$ cat src/rtl/sum_rr_scheduler_if.sv
// Request/stream/result bundle for sum_rr_scheduler.
// The scheduler takes the slave modport and the requesters take the master modport.
interface sum_rr_scheduler_if #(
    parameter int NUM_REQ = 4,
    parameter int WIDTH   = 8
);
    logic [NUM_REQ-1:0]         req;
    logic [NUM_REQ*WIDTH-1:0]   data_in;
    logic [NUM_REQ-1:0]         grant;
    logic                       busy;
    logic [WIDTH-1:0]           result;
    logic [$clog2(NUM_REQ)-1:0] result_id;
    logic                       result_valid;
    logic                       result_ovf;
    logic                       result_trunc;

    modport master (
        output req, data_in,
        input  grant, busy, result, result_id, result_valid, result_ovf, result_trunc
    );

    modport slave (
        input  req, data_in,
        output grant, busy, result, result_id, result_valid, result_ovf, result_trunc
    );
endinterface

$ cat src/rtl/sum_rr_scheduler.sv
// Round-robin scheduler sharing one zero-terminated accumulator among NUM_REQ requesters.
// Define SUM_SATURATE_EN for saturating addition; the default build wraps modulo 2^WIDTH.
module sum_rr_scheduler #(
    parameter int NUM_REQ = 4,
    parameter int WIDTH   = 8,
    parameter int MAX_LEN = 16
) (
    input  logic             clock,
    input  logic             reset,
    sum_rr_scheduler_if.slave bus
);
    localparam int          IDW  = $clog2(NUM_REQ);
    localparam int          CW   = $clog2(MAX_LEN + 1);
    localparam int unsigned NR_U = NUM_REQ;

    typedef enum logic [1:0] {IDLE, SUM, DONE} state_e;

    state_e             state_q, state_d;
    logic [IDW-1:0]     ptr_q, ptr_d;
    logic [IDW-1:0]     win_q, win_d;
    logic [WIDTH-1:0]   acc_q, acc_d;
    logic [CW-1:0]      cnt_q, cnt_d;
    logic               ovf_q, ovf_d;
    logic               trunc_q, trunc_d;
    logic [NUM_REQ-1:0] grant_q, grant_d;
    logic               busy_q, busy_d;
    logic [WIDTH-1:0]   res_q, res_d;
    logic [IDW-1:0]     res_id_q, res_id_d;
    logic               valid_q, valid_d;
    logic               res_ovf_q, res_ovf_d;
    logic               res_trunc_q, res_trunc_d;

    logic               found;
    logic [IDW-1:0]     pick;
    logic [IDW-1:0]     next_id;
    logic [WIDTH-1:0]   word;
    logic [WIDTH:0]     sum_w;
    logic [WIDTH-1:0]   acc_add;
    logic               finish;

    // First active request at or above the pointer, wrapping modulo NUM_REQ.
    always_comb begin
        int unsigned idx;
        logic [IDW-1:0] cand;
        found = 1'b0;
        pick  = '0;
        idx   = 0;
        cand  = '0;
        for (int unsigned i = 0; i < NR_U; i++) begin
            idx  = (32'(ptr_q) + i) % NR_U;
            cand = IDW'(idx);
            if (!found && bus.req[cand]) begin
                found = 1'b1;
                pick  = cand;
            end
        end
    end

    assign next_id = (win_q == IDW'(NUM_REQ - 1)) ? '0 : win_q + IDW'(1);
    assign word    = bus.data_in[32'(win_q) * WIDTH +: WIDTH];
    assign sum_w   = {1'b0, acc_q} + {1'b0, word};

`ifdef SUM_SATURATE_EN
    assign acc_add = sum_w[WIDTH] ? '1 : sum_w[WIDTH-1:0];
`else
    assign acc_add = sum_w[WIDTH-1:0];
`endif

    always_comb begin
        state_d     = state_q;
        ptr_d       = ptr_q;
        win_d       = win_q;
        acc_d       = acc_q;
        cnt_d       = cnt_q;
        ovf_d       = ovf_q;
        trunc_d     = trunc_q;
        grant_d     = grant_q;
        busy_d      = busy_q;
        res_d       = res_q;
        res_id_d    = res_id_q;
        valid_d     = 1'b0;
        res_ovf_d   = res_ovf_q;
        res_trunc_d = res_trunc_q;
        finish      = 1'b0;

        case (state_q)
            IDLE: begin
                if (found) begin
                    win_d   = pick;
                    acc_d   = '0;
                    cnt_d   = '0;
                    ovf_d   = 1'b0;
                    trunc_d = 1'b0;
                    grant_d = NUM_REQ'(1) << pick;
                    busy_d  = 1'b1;
                    state_d = SUM;
                end
            end
            SUM: begin
                if (!bus.req[win_q]) begin
                    grant_d = '0;
                    busy_d  = 1'b0;
                    ptr_d   = next_id;
                    state_d = IDLE;
                end else if (word != '0) begin
                    acc_d = acc_add;
                    ovf_d = ovf_q | sum_w[WIDTH];
                    cnt_d = cnt_q + CW'(1);
                    if (cnt_q == CW'(MAX_LEN - 1)) begin
                        trunc_d = 1'b1;
                        finish  = 1'b1;
                    end
                end else begin
                    finish = 1'b1;
                end
                // Result registers load on the way into DONE so the pulse is registered.
                if (finish) begin
                    grant_d     = '0;
                    state_d     = DONE;
                    res_d       = acc_d;
                    res_id_d    = win_q;
                    valid_d     = 1'b1;
                    res_ovf_d   = ovf_d;
                    res_trunc_d = trunc_d;
                end
            end
            DONE: begin
                busy_d  = 1'b0;
                ptr_d   = next_id;
                state_d = IDLE;
            end
            default: state_d = IDLE;
        endcase
    end

    always_ff @(posedge clock or posedge reset) begin
        if (reset) begin
            state_q     <= IDLE;
            ptr_q       <= '0;
            win_q       <= '0;
            acc_q       <= '0;
            cnt_q       <= '0;
            ovf_q       <= 1'b0;
            trunc_q     <= 1'b0;
            grant_q     <= '0;
            busy_q      <= 1'b0;
            res_q       <= '0;
            res_id_q    <= '0;
            valid_q     <= 1'b0;
            res_ovf_q   <= 1'b0;
            res_trunc_q <= 1'b0;
        end else begin
            state_q     <= state_d;
            ptr_q       <= ptr_d;
            win_q       <= win_d;
            acc_q       <= acc_d;
            cnt_q       <= cnt_d;
            ovf_q       <= ovf_d;
            trunc_q     <= trunc_d;
            grant_q     <= grant_d;
            busy_q      <= busy_d;
            res_q       <= res_d;
            res_id_q    <= res_id_d;
            valid_q     <= valid_d;
            res_ovf_q   <= res_ovf_d;
            res_trunc_q <= res_trunc_d;
        end
    end

    assign bus.grant        = grant_q;
    assign bus.busy         = busy_q;
    assign bus.result       = res_q;
    assign bus.result_id    = res_id_q;
    assign bus.result_valid = valid_q;
    assign bus.result_ovf   = res_ovf_q;
    assign bus.result_trunc = res_trunc_q;
endmodule

$ cat src/flat_wrapper.sv
// flat-port wrapper written by rule: the top's interface ports become plain ports
module sum_rr_scheduler_flat 
#(
    parameter int NUM_REQ = 4,
    parameter int WIDTH   = 8,
    parameter int MAX_LEN = 16
)
  (clock, reset, bus_req, bus_data_in, bus_grant, bus_busy, bus_result, bus_result_id, bus_result_valid, bus_result_ovf, bus_result_trunc);
  sum_rr_scheduler_if #(.NUM_REQ(NUM_REQ), .WIDTH(WIDTH)) bus_i ();
  input  logic clock;
  input  logic reset;
  input wire logic [$bits(bus_i.req)-1:0] bus_req;
  input wire logic [$bits(bus_i.data_in)-1:0] bus_data_in;
  output wire logic [$bits(bus_i.grant)-1:0] bus_grant;
  output wire logic [$bits(bus_i.busy)-1:0] bus_busy;
  output wire logic [$bits(bus_i.result)-1:0] bus_result;
  output wire logic [$bits(bus_i.result_id)-1:0] bus_result_id;
  output wire logic [$bits(bus_i.result_valid)-1:0] bus_result_valid;
  output wire logic [$bits(bus_i.result_ovf)-1:0] bus_result_ovf;
  output wire logic [$bits(bus_i.result_trunc)-1:0] bus_result_trunc;
  assign bus_i.req = bus_req;
  assign bus_i.data_in = bus_data_in;
  assign bus_grant = bus_i.grant;
  assign bus_busy = bus_i.busy;
  assign bus_result = bus_i.result;
  assign bus_result_id = bus_i.result_id;
  assign bus_result_valid = bus_i.result_valid;
  assign bus_result_ovf = bus_i.result_ovf;
  assign bus_result_trunc = bus_i.result_trunc;
  sum_rr_scheduler #(.NUM_REQ(NUM_REQ), .WIDTH(WIDTH), .MAX_LEN(MAX_LEN)) u_core (.clock(clock), .reset(reset), .bus(bus_i));
endmodule
$ cat config.mk
export PLATFORM = sky130hd
export DESIGN_NAME = sum_rr_scheduler_flat
export DESIGN_NICKNAME = d
export VERILOG_FILES = /design/src/rtl/sum_rr_scheduler_if.sv /design/src/rtl/sum_rr_scheduler.sv /design/src/flat_wrapper.sv
export SDC_FILE = /design/constraint.sdc
export NUM_CORES = 1
export LEC_CHECK = 0
export CORE_MARGIN = 1
export CORE_UTILIZATION = 55
export DETAILED_ROUTE_END_ITERATION = 10
export DONT_BUFFER_PORTS = 1
export GPL_TIMING_DRIVEN = 0
export MAX_ROUTING_LAYER = met4
export PLACE_DENSITY = 0.82
export SLEW_MARGIN = 15
export SYNTH_ARGS = -nofsm -noshare
export SYNTH_HDL_FRONTEND = slang
export SYNTH_SLANG_ARGS = --single-unit
$ cat constraint.sdc
create_clock -name clock -period 3 [get_ports clock]
set_clock_uncertainty 0.1 [all_clocks]
set_input_delay 0.6 -clock clock [delete_from_list [all_inputs] [get_ports clock]]
set_output_delay 0.6 -clock clock [all_outputs]
set_load 0.02 [all_outputs]
* After elaboration in Yosys (flattened, before gate mapping)
Index checks and enable logic that the tools add are counted.
** Cells by class
- Equality and inequality tests :: 9
- Shift-type cells :: 2
- Mux-type cells :: 54
- Reductions and logical operators :: 19
- $add $sub $neg :: 6
- Magnitude comparators :: 5
- Bitwise logic cells :: 1
** Operator list (number)
- indexed part select 32 x 6 -> 8 bit :: 1
- two-way mux 8 bit :: 3
- two-way mux 1 bit :: 23
- two-way mux 2 bit :: 9
- one-hot mux 8 bit (2 select lines) :: 1
- less-than comparator 2 x 3 -> 1 bit (second input constant) :: 5
- two-way mux 5 bit :: 3
- two-way mux 4 bit :: 3
- binary-select mux 1 bit (select 2 bit) :: 5
- one-hot mux 5 bit (2 select lines) :: 1
- AND reduction 2 bit :: 5
- adder 8 x 8 -> 9 bit :: 1
- one-hot mux 2 bit (2 select lines) :: 2
- one-hot mux 4 bit (2 select lines) :: 1
- nonzero test 8 bit :: 1
- inequality test 2 x 1 -> 1 bit (second input constant) :: 3
- AND reduction 3 bit :: 2
- adder 5 x 1 -> 5 bit (second input constant) :: 1
- == test 5 x 4 -> 1 bit (second input constant) :: 1
- adder 2 x 1 -> 2 bit (second input constant) :: 2
- adder 2 bit (second input constant) :: 2
- == test 2 bit (second input constant) :: 2
- one-hot mux 1 bit (2 select lines) :: 2
- AND reduction 4 bit :: 1
- 11 further kinds :: 16
** Storage, ports and cells
- Output and inout port bits :: 18
- Word-level logic and storage cells :: 110
- Input bits :: 38
- Bits in registers :: 39

* Longest topological paths before layout
Gate-level depths: netlist of the first run.
- Depth after elaboration :: 15
- Gate-level depth with buffers :: 10
- Gate-level depth less buffers :: 9

* Worst setup path before layout of the first run
No wires, ideal clock.
- Path type :: reg2reg
- Start point :: reg u_core.win_q[0]
- End point :: reg u_core.ovf_q
- Buffers on the path :: 1
- Cell stages (with the launch flop) :: 11
- Arrival :: 2538 ps
- Library setup time :: 130 ps
- Data required time :: 2770 ps
- Period minus slack after synthesis :: 2768 ps
- Path slack :: 232 ps
- Path through :: dfrtp_1 buf_6 mux4_2 ha_1 fa_1 nand2_1 a21oi_1 o311a_1 o21a_1 o21bai_1 o22ai_1
** Between the ends
- Longest elaborated chain between the ends :: 6
- Elaborated cells between the ends (all ways) :: 9
- Those cells by class :: 1 x add/sub; 1 x shift; 5 x mux; 1 x bitwise; 1 x reduce/logical
** Ends and longest elaborated chain
- start: declaration :: line sum_rr_scheduler.sv:20 : logic [IDW-1:0] win_q, win_d;
- start signal: assignment :: line sum_rr_scheduler.sv:155 : win_q <= win_d;
- indexed part select 32 x 6 -> 8 bit :: line sum_rr_scheduler.sv:60 : assign word = bus.data_in[32'(win_q) * WIDTH +: WIDTH];
- adder 8 x 8 -> 9 bit :: line sum_rr_scheduler.sv:61 : assign sum_w = {1'b0, acc_q} + {1'b0, word};
- bitwise OR 1 bit :: line sum_rr_scheduler.sv:107 : ovf_d = ovf_q | sum_w[WIDTH];
- two-way mux 1 bit :: line sum_rr_scheduler.sv:105 : end else if (word != '0) begin
- two-way mux 1 bit (*) :: line sum_rr_scheduler.sv:100 : if (!bus.req[win_q]) begin
- one-hot mux 1 bit (2 select lines) (*) :: line sum_rr_scheduler.sv:86 : case (state_q)
- end signal: assignment :: line sum_rr_scheduler.sv:158 : ovf_q <= ovf_d;
- end: declaration :: line sum_rr_scheduler.sv:23 : logic ovf_q, ovf_d;
Mark *: on every way between the ends. The rest lies on a longest branch, timed or not. The select of a mux whose other input is x is not followed.
A chain may end at the register's enable or synchronous reset.

* Worst setup path after layout of the first run
- Start point :: reg u_core.win_q[0]
- End point :: reg u_core.grant_q[0] (netlist: u_core.bus.grant[0])
** Between the ends
- Longest elaborated chain between the ends :: 7
- Elaborated cells between the ends (all ways) :: 11
- Those cells by class :: 1 x eq/ne; 1 x shift; 7 x mux; 2 x reduce/logical
** Ends and longest elaborated chain
- indexed part select 32 x 6 -> 8 bit :: line sum_rr_scheduler.sv:60
- nonzero test 8 bit :: line sum_rr_scheduler.sv:105
- two-way mux 1 bit :: line sum_rr_scheduler.sv:105
- two-way mux 1 bit :: line sum_rr_scheduler.sv:100
- two-way mux 1 bit :: line sum_rr_scheduler.sv:86
- inequality test 3 bit (no line) or two-way mux 4 bit (tied branches)
- AND reduction 3 bit (no line) or one-hot mux 4 bit (2 select lines) (tied branches)
- end signal: assignment :: line sum_rr_scheduler.sv:160 : grant_q <= grant_d;
- end: declaration :: line sum_rr_scheduler.sv:25 : logic [NUM_REQ-1:0] grant_q, grant_d;
Several ways; a longest one is shown, not always the timed one. The select of a mux whose other input is x is not followed.

==> qor.yml, run 1 <==
synth:
  postSynthAreaPerCell_um2: 10.7
  synth_cell_types: 46
  synth_compound_area_share_pct: 19.7
  ys_seq_elements: 39
  synth_fa_ha_area_share_pct: 8.58
  yosysSeqAreaShare_pct: 42.9
  yosys.area_share.simple_pct: 11.3
  yosysWarnings: 0
  synth_mux_area_share_pct: 11.2
  synth_nets: 266
  synth_xor_area_share_pct: 2.31
  synth_top_family_by_area: "compound AO/OA/AOI/OAI gates"
  syn_inst: 213
  syn_area_um2: 2270
final_layout:
  drive_above_1_share_pct: 18.6
  nets: 278
  stdcell_area_um2: 2530
  n_antenna_cell: 0
  final_common_cell: "dfrtp_1"
  syn2layout_area_growth_pct: 11.2
  final_cell_mix: "dfrtp_1 (39), nor2_1 (23), nand2_1 (16)"
  nFillCells: 329
power:
  power_density_nw_per_um2: 1090
  switching_share_pct: 42.0
  switching_power_w: 0.00116
  vdd_drop_max_v: 0.000579
  comb_power_share_pct: 48.2
  fin_total_pwr_w: 0.00277
  p_clk_share_pct: 16.4
  leakage_nw: 1.18
  sequentialPowerShare_pct: 35.4
  p_int_w: 0.00161
setup_path:
  startpoint_type: "register"
  max_stage_delay_ps: 600
  cpMaxStageDelayCell: "or4_1"
  required_ps: 3090
  cp-end-kind: "register"
  crit_type: "reg2reg"
  path_max_fanout: 4
  cp.arrival_ps: 2980
  cp_cell_sequence: "buf_4 > mux4_1 > or4_1 > or2_4 > and3_4 > or2_4 > a32o_1"
  crit_top_cell: "or2_4"
floorplanning:
  fp.coreArea_um2: 3970
  die_area_um2: 4400
  initial_core_util_pct: 57.3
  ios: 56
  fp.dieW_um: 66.3
  fp.dieH_um: 66.3
  num_rows: 23
routing:
  drc: 0
  via_per_inst: 6.45
  avgRoutedWirePerCell_um: 18.7
  routed_wl_mm: 5.15
  ant_nets: 0
  drt-pass1-iter-count: 4
  vias: 1779
  drt-initial-drc-count: 114
place:
  gp_congestion: 0.889
  post-dp-hpwl_mm: 3.82
  port_buffers: 0
  postPlaceCellArea_um2: 2360
timing:
  fmax_mhz: 345
  min_period_over_period_pct: 96.5
  setup_viol: 0
  timing.hold.ws_ps: 37.1
  hold_viol: 0
  min_period_ps: 2900
  slew_viol_final: 0
  totalNegativeSetupSlack_ps: 0
  worst_pin_slew_ps: 764
  rsz0062_at_grt: "yes"
  max_slew_margin_pct: 48.9
global_route:
  antenna_found_initial: 0
  grt_pass1_wl_mm: 8.55
  grtUsageTotal_pct: 27.5
  grt_max_degree: 27
  grt.overflow.total: 0
  grt_pass1_vias: 1809
cts:
  cts_tree: "built"
  clkLatencyLatePin_ps: 290
  ctsHoldBuffers: 0
  cts_made_buffers: 5
  cts_root_buf: "clkbuf_8"
  cts_sinks: 39
  clkTransAtPathRegs_ps: 70
  cts_buffer_depth: 2
  htreeDepth: 2
outcome:
  status: "complete, no violations"
worst_hold_path:
  hp-class: "in2async"
flow_run:
  max-cap-violations: 0
==> sequential cells by signal, summed over array words and instances (netlist names) <==
| name | flops |
|---|---|
| u_core.ptr_q | 2 |
| u_core.bus.result_id | 2 |
| u_core.ovf_q | 1 |
| u_core.win_q | 2 |
| u_core.bus.result_valid | 1 |
| u_core.state_q | 2 |
| u_core.bus.busy | 1 |
| u_core.bus.result | 8 |
| u_core.cnt_q | 5 |
| u_core.trunc_q | 1 |
| u_core.bus.result_trunc | 1 |
| u_core.bus.grant | 4 |
| u_core.bus.result_ovf | 1 |
| u_core.acc_q | 8 |
==> cell usage after synthesis, drive strengths merged <==
cell,count,area share [%]
nand3,3,0.66
a21o,4,1.3
nand2,17,2.9
a32o,1,0.44
a22o,10,3.9
o211ai,1,0.33
a31oi,1,0.28
o221ai,1,0.39
fa,1,0.88
or4,2,0.83
and3,2,0.77
o21bai,1,0.33
nor3,1,0.22
clkbuf,2,0.33
a21oi,15,3.8
mux4,9,9.2
xnor2,4,1.5
and2,1,0.28
o21ai,9,2.0
o21a,2,0.66
buf,5,1.5
inv,13,2.1
dfrtp,39,43
a211oi,3,0.99
ha,14,7.7
mux2,4,2.0
o32a,1,0.44
o311a,1,0.44
nor2,23,3.8
xor2,2,0.77
or2,4,1.3
o2bb2ai,1,0.39
o22ai,11,3.0
o31ai,2,0.66
nor4,1,0.28
o41ai,1,0.39
nand2b,1,0.28
==> per-layer routing <==
layer | part of all wire (%) | wire length (µm) | vias to the layer above | track usage [%]
met5 | 0 | 0 | - | -
met1 | 41 | 2130 | 862 | 34.6
li1 | - | - | 818 | -
met4 | 3.3 | 170 | 0 | 14.4
met3 | 7.7 | 397 | 17 | 6.55
met2 | 48 | 2460 | 82 | 41.1
==> timing repair <==
item                                    CTS  global route
buffers inserted                          1             3
endpoints found under the setup margin    3             4
gates resized for setup                   2             5
==> through the flow <==
step / setup slack (ps) / cells / util [%]
floorplan: 232 / 213 / -
global placement: -85.1 / 263 / 58.9
detailed placement: -119 / 264 / 59.4
CTS: 62.1 / 273 / 62.6
global route: -9.25 / 276 / 63.7
finish: 105 / 276 / 63.7
==> worst max-delay path: cells and delay by family, from the launching register on <==
kind / cells / cell delay, ps
compound gates: 1 / 200
mux: 1 / 590
flops: 1 / 390
simple gates: 4 / 1370
buf+inv: 1 / 140
==> final timing paths <==
kind,endpoint,cells past startpoint,start,slack [ps]
max in group asynchronous,u_core.ptr_q[1],2,reset,2330
hold reg to reg,u_core.cnt_q[4],2,u_core.cnt_q[4],380
min in group clock,u_core.cnt_q[4],2,u_core.cnt_q[4],380
setup reg to reg,u_core.bus.grant[0],7,u_core.win_q[0],100
hold / removal,u_core.bus.result_valid,1,reset,40
setup / recovery,u_core.bus.grant[0],7,u_core.win_q[0],100
==> power groups by stage <==
stage / Clock, W / Combinational, W / Sequential, W
6_report: 0.000453 / 0.00133 / 0.000979
5_1_grt: 0.000490 / 0.00149 / 0.00100
4_1_cts: 0.000463 / 0.00129 / 0.000977
3_5_place_dp: 0 / 0.00127 / 0.000989
3_3_place_gp: 0 / 0.00121 / 0.000981
2_1_floorplan: 0 / 0.00103 / 0.000948
==> area by class of cell <==
class / count / area [µm²] / share of cell area [%]
Multi-Input combinational cell: 154 / 1220 / 48.4
Sequential cell: 39 / 976 / 38.6
Clock buffer: 6 / 82.6 / 3.27
Tap cell: 50 / 62.6 / 2.47
Timing Repair Buffer: 5 / 50.0 / 1.98
Buffer: 7 / 50.0 / 1.98
Inverter: 13 / 48.8 / 1.93
Clock inverter: 2 / 35.0 / 1.39
==> cells by family (layout without fill, tap and decap cells) <==
group	Yosys count	count (layout)
xor+xnor	6	6
mux	13	13
compound gates	65	65
buf+inv	20	33
fa+ha+maj	15	15
flops	39	39
simple gates	55	55
Note: power is estimated with default switching activity, not from simulation.
==> run 2: changes to the inputs <==
--- a/config.mk
+++ b/config.mk
@@ -11,7 +11,7 @@
 export DONT_BUFFER_PORTS = 1
 export GPL_TIMING_DRIVEN = 0
 export MAX_ROUTING_LAYER = met4
-export PLACE_DENSITY = 0.82
+export PLACE_DENSITY = 0.73
 export SLEW_MARGIN = 15
 export SYNTH_ARGS = -nofsm -noshare
 export SYNTH_HDL_FRONTEND = slang
==> run 2 against run 1 <==
Net effect:
- sequential power hardly changed
- combinational power barely moved
- hold slack lost 20 ps
- worst setup slack improved by 24 ps
- critical path depth is 1 higher
==> qor.yml, run 2 (synthesized netlist as in run 1, its figures left out) <==
setup_path:
  path_max_fanout: 10  # +6
  cp.arrival_ps: 2990  # about the same
  startpoint_type: "register"
  regToRegStartpoint: "u_core.win_q[0]"
  r2r_cells: 8  # +1
  crit_type: "reg2reg"
  required_ps: 3120  # +30 ps
  cp-end-kind: "register"
  reg2reg_setup_slack_ps: 130  # +20 ps
  r2r-end: "u_core.bus.result[6]"
place:
  gp_congestion: 0.960  # +8.0%
  port_buffers: 0  # unchanged
  postPlaceCellArea_um2: 2360  # unchanged
  post-dp-hpwl_mm: 4.17  # +9.4%
routing:
  ant_nets: 0  # unchanged
  wl_met3_um: 412  # +3.8%
  drt-initial-drc-count: 91  # -20%
  wl_met2_mm: 2.75  # +12%
  top_layer: "met4"
  wl_met1_mm: 2.18  # +2.5%
  drc: 0  # unchanged
  drt-pass1-iter-count: 4  # unchanged
  vias: 1775  # -0.22%
  via_per_inst: 6.41  # -0.59%
  routed_wl_mm: 5.53  # +7.3%
  avgRoutedWirePerCell_um: 19.9  # +6.9%
final_layout:
  final_cell_mix: "dfrtp_1 (39), nor2_1 (23), nand2_1 (15)"
  syn2layout_area_growth_pct: 9.63
  nets: 279  # +0.36%
  n_antenna_cell: 0  # unchanged
  drive_above_1_share_pct: 18.5  # -0.082 points
  multi_input_area_um2: 1220  # -0.31%
  register_area_um2: 976  # unchanged
  nFillCells: 314  # -4.6%
  final_common_cell: "dfrtp_1"
  utilization_pct: 62.8  # -0.88 points
  stdcell_area_um2: 2490  # -1.4%
cts:
  clkLatencyLatePin_ps: 300  # about the same
  cts_root_buf: "clkbuf_8"
  htreeDepth: 2  # unchanged
  cts_made_buffers: 5  # unchanged
  cts_tree: "built"
  clkTransAtPathRegs_ps: 80  # about the same
  cts_sinks: 39  # unchanged
  cts_buffer_depth: 2  # unchanged
  ctsHoldBuffers: 0  # unchanged
floorplanning:
  fp.dieH_um: 66.3  # unchanged
  fp.dieW_um: 66.3  # unchanged
  ios: 56  # unchanged
  die_area_um2: 4400  # unchanged
  fp.coreArea_um2: 3970  # unchanged
  initial_core_util_pct: 57.3  # unchanged
  num_rows: 23  # unchanged
timing:
  setup_viol: 0  # unchanged
  min_period_ps: 2870  # -24.0 ps
  hold_viol: 0  # unchanged
  worst_pin_slew_ps: 699  # -64.4 ps
  fmax_mhz: 348  # +0.83%
  max_slew_margin_pct: 53.2  # +4.3 points
  slew_viol_final: 0  # unchanged
  min_period_over_period_pct: 95.7  # -0.80 points
global_route:
  grt_pass1_wl_mm: 9.23  # +8.0%
  grt_pass1_vias: 1889  # +4.4%
  grt_max_degree: 29  # +7.4%
  grtUsageTotal_pct: 29.9  # +2.4 points
  antenna_found_initial: 0  # unchanged
  grt.overflow.total: 0  # unchanged
flow_run:
  max-cap-violations: 0  # unchanged
power:
  vdd_drop_max_v: 0.000599  # +3.5%
  power_density_nw_per_um2: 1080  # -1.7%
  leakage_nw: 1.18  # -0.41%
worst_hold_path:
  hp-class: "in2async"
outcome:
  status: "complete, no violations"
[run 2: report_power, final]
| group | switching [W] | total (W) | internal (W) |
|---|---|---|---|
| logic | 0.000729 | 0.00135 | 0.000623 |
| clock network | 0.000191 | 0.000350 | 0.000159 |
| registers | 0.000268 | 0.000981 | 0.000713 |
[run 2: area by class of cell]
cell class	count	area share [%]
plain buffers	7	1.81
clock inverters	3	0.602
inverters	13	1.96
repair buffers	6	2.31
clock buffers	5	2.76
multi-input cells	154	48.9
well taps	50	2.51
flip-flops and latches	39	39.1
[run 2: worst max path at each step]
| stage | start | end | slack (ps) | cells past startpoint |
|---|---|---|---|---|
| 5_1_grt | u_core.win_q[0] | u_core.bus.result[6] | -20 | 8 |
| 2_1_floorplan | u_core.win_q[0] | u_core.ovf_q | 230 | 10 |
| 3_5_place_dp | u_core.win_q[1] | u_core.bus.result_ovf | -60 | 10 |
| 3_3_place_gp | u_core.win_q[1] | u_core.ovf_q | 20 | 10 |
| 4_1_cts | u_core.win_q[0] | u_core.bus.result_ovf | 80 | 10 |
| 6_report | u_core.win_q[0] | u_core.bus.result[6] | 130 | 8 |
[run 2: per-stage QoR]
stage	hold slack (ps)	total power, W	setup TNS (ps)	std cells	setup slack [ps]
after floorplan	349	0.00197	0	213	232
after global placement	359	0.00219	0	263	24.2
after detailed placement	342	0.00227	-114	264	-59.4
after CTS	21.3	0.00263	0	273	77.7
after global routing	30.0	0.00290	-33.8	277	-15.2
final	17.4	0.00268	0	277	129
[run 2: worst max-delay path: stages, from the launching register on]
cell     delay [ps]
dfrtp_1         370
buf_4           140
mux4_1          610
or4_1           580
or2_4           300
a21oi_4         260
buf_4           250
nor2_1           60
a21oi_1         120
[run 2: layer usage]
metal / track usage (%) / vias to the layer above
met5: - / -
met4: 12.5 / 0
met3: 8.62 / 17
met2: 47.4 / 91
met1: 35.5 / 849
li1: - / 818
[run 2: timing repair]
item                                    4_1_cts  5_1_grt
setup buffers                                 1        4
endpoints found under the setup margin        3        5
endpoints found under the hold margin         0        0
resized for setup                             1        5
pin swaps                                     0        0
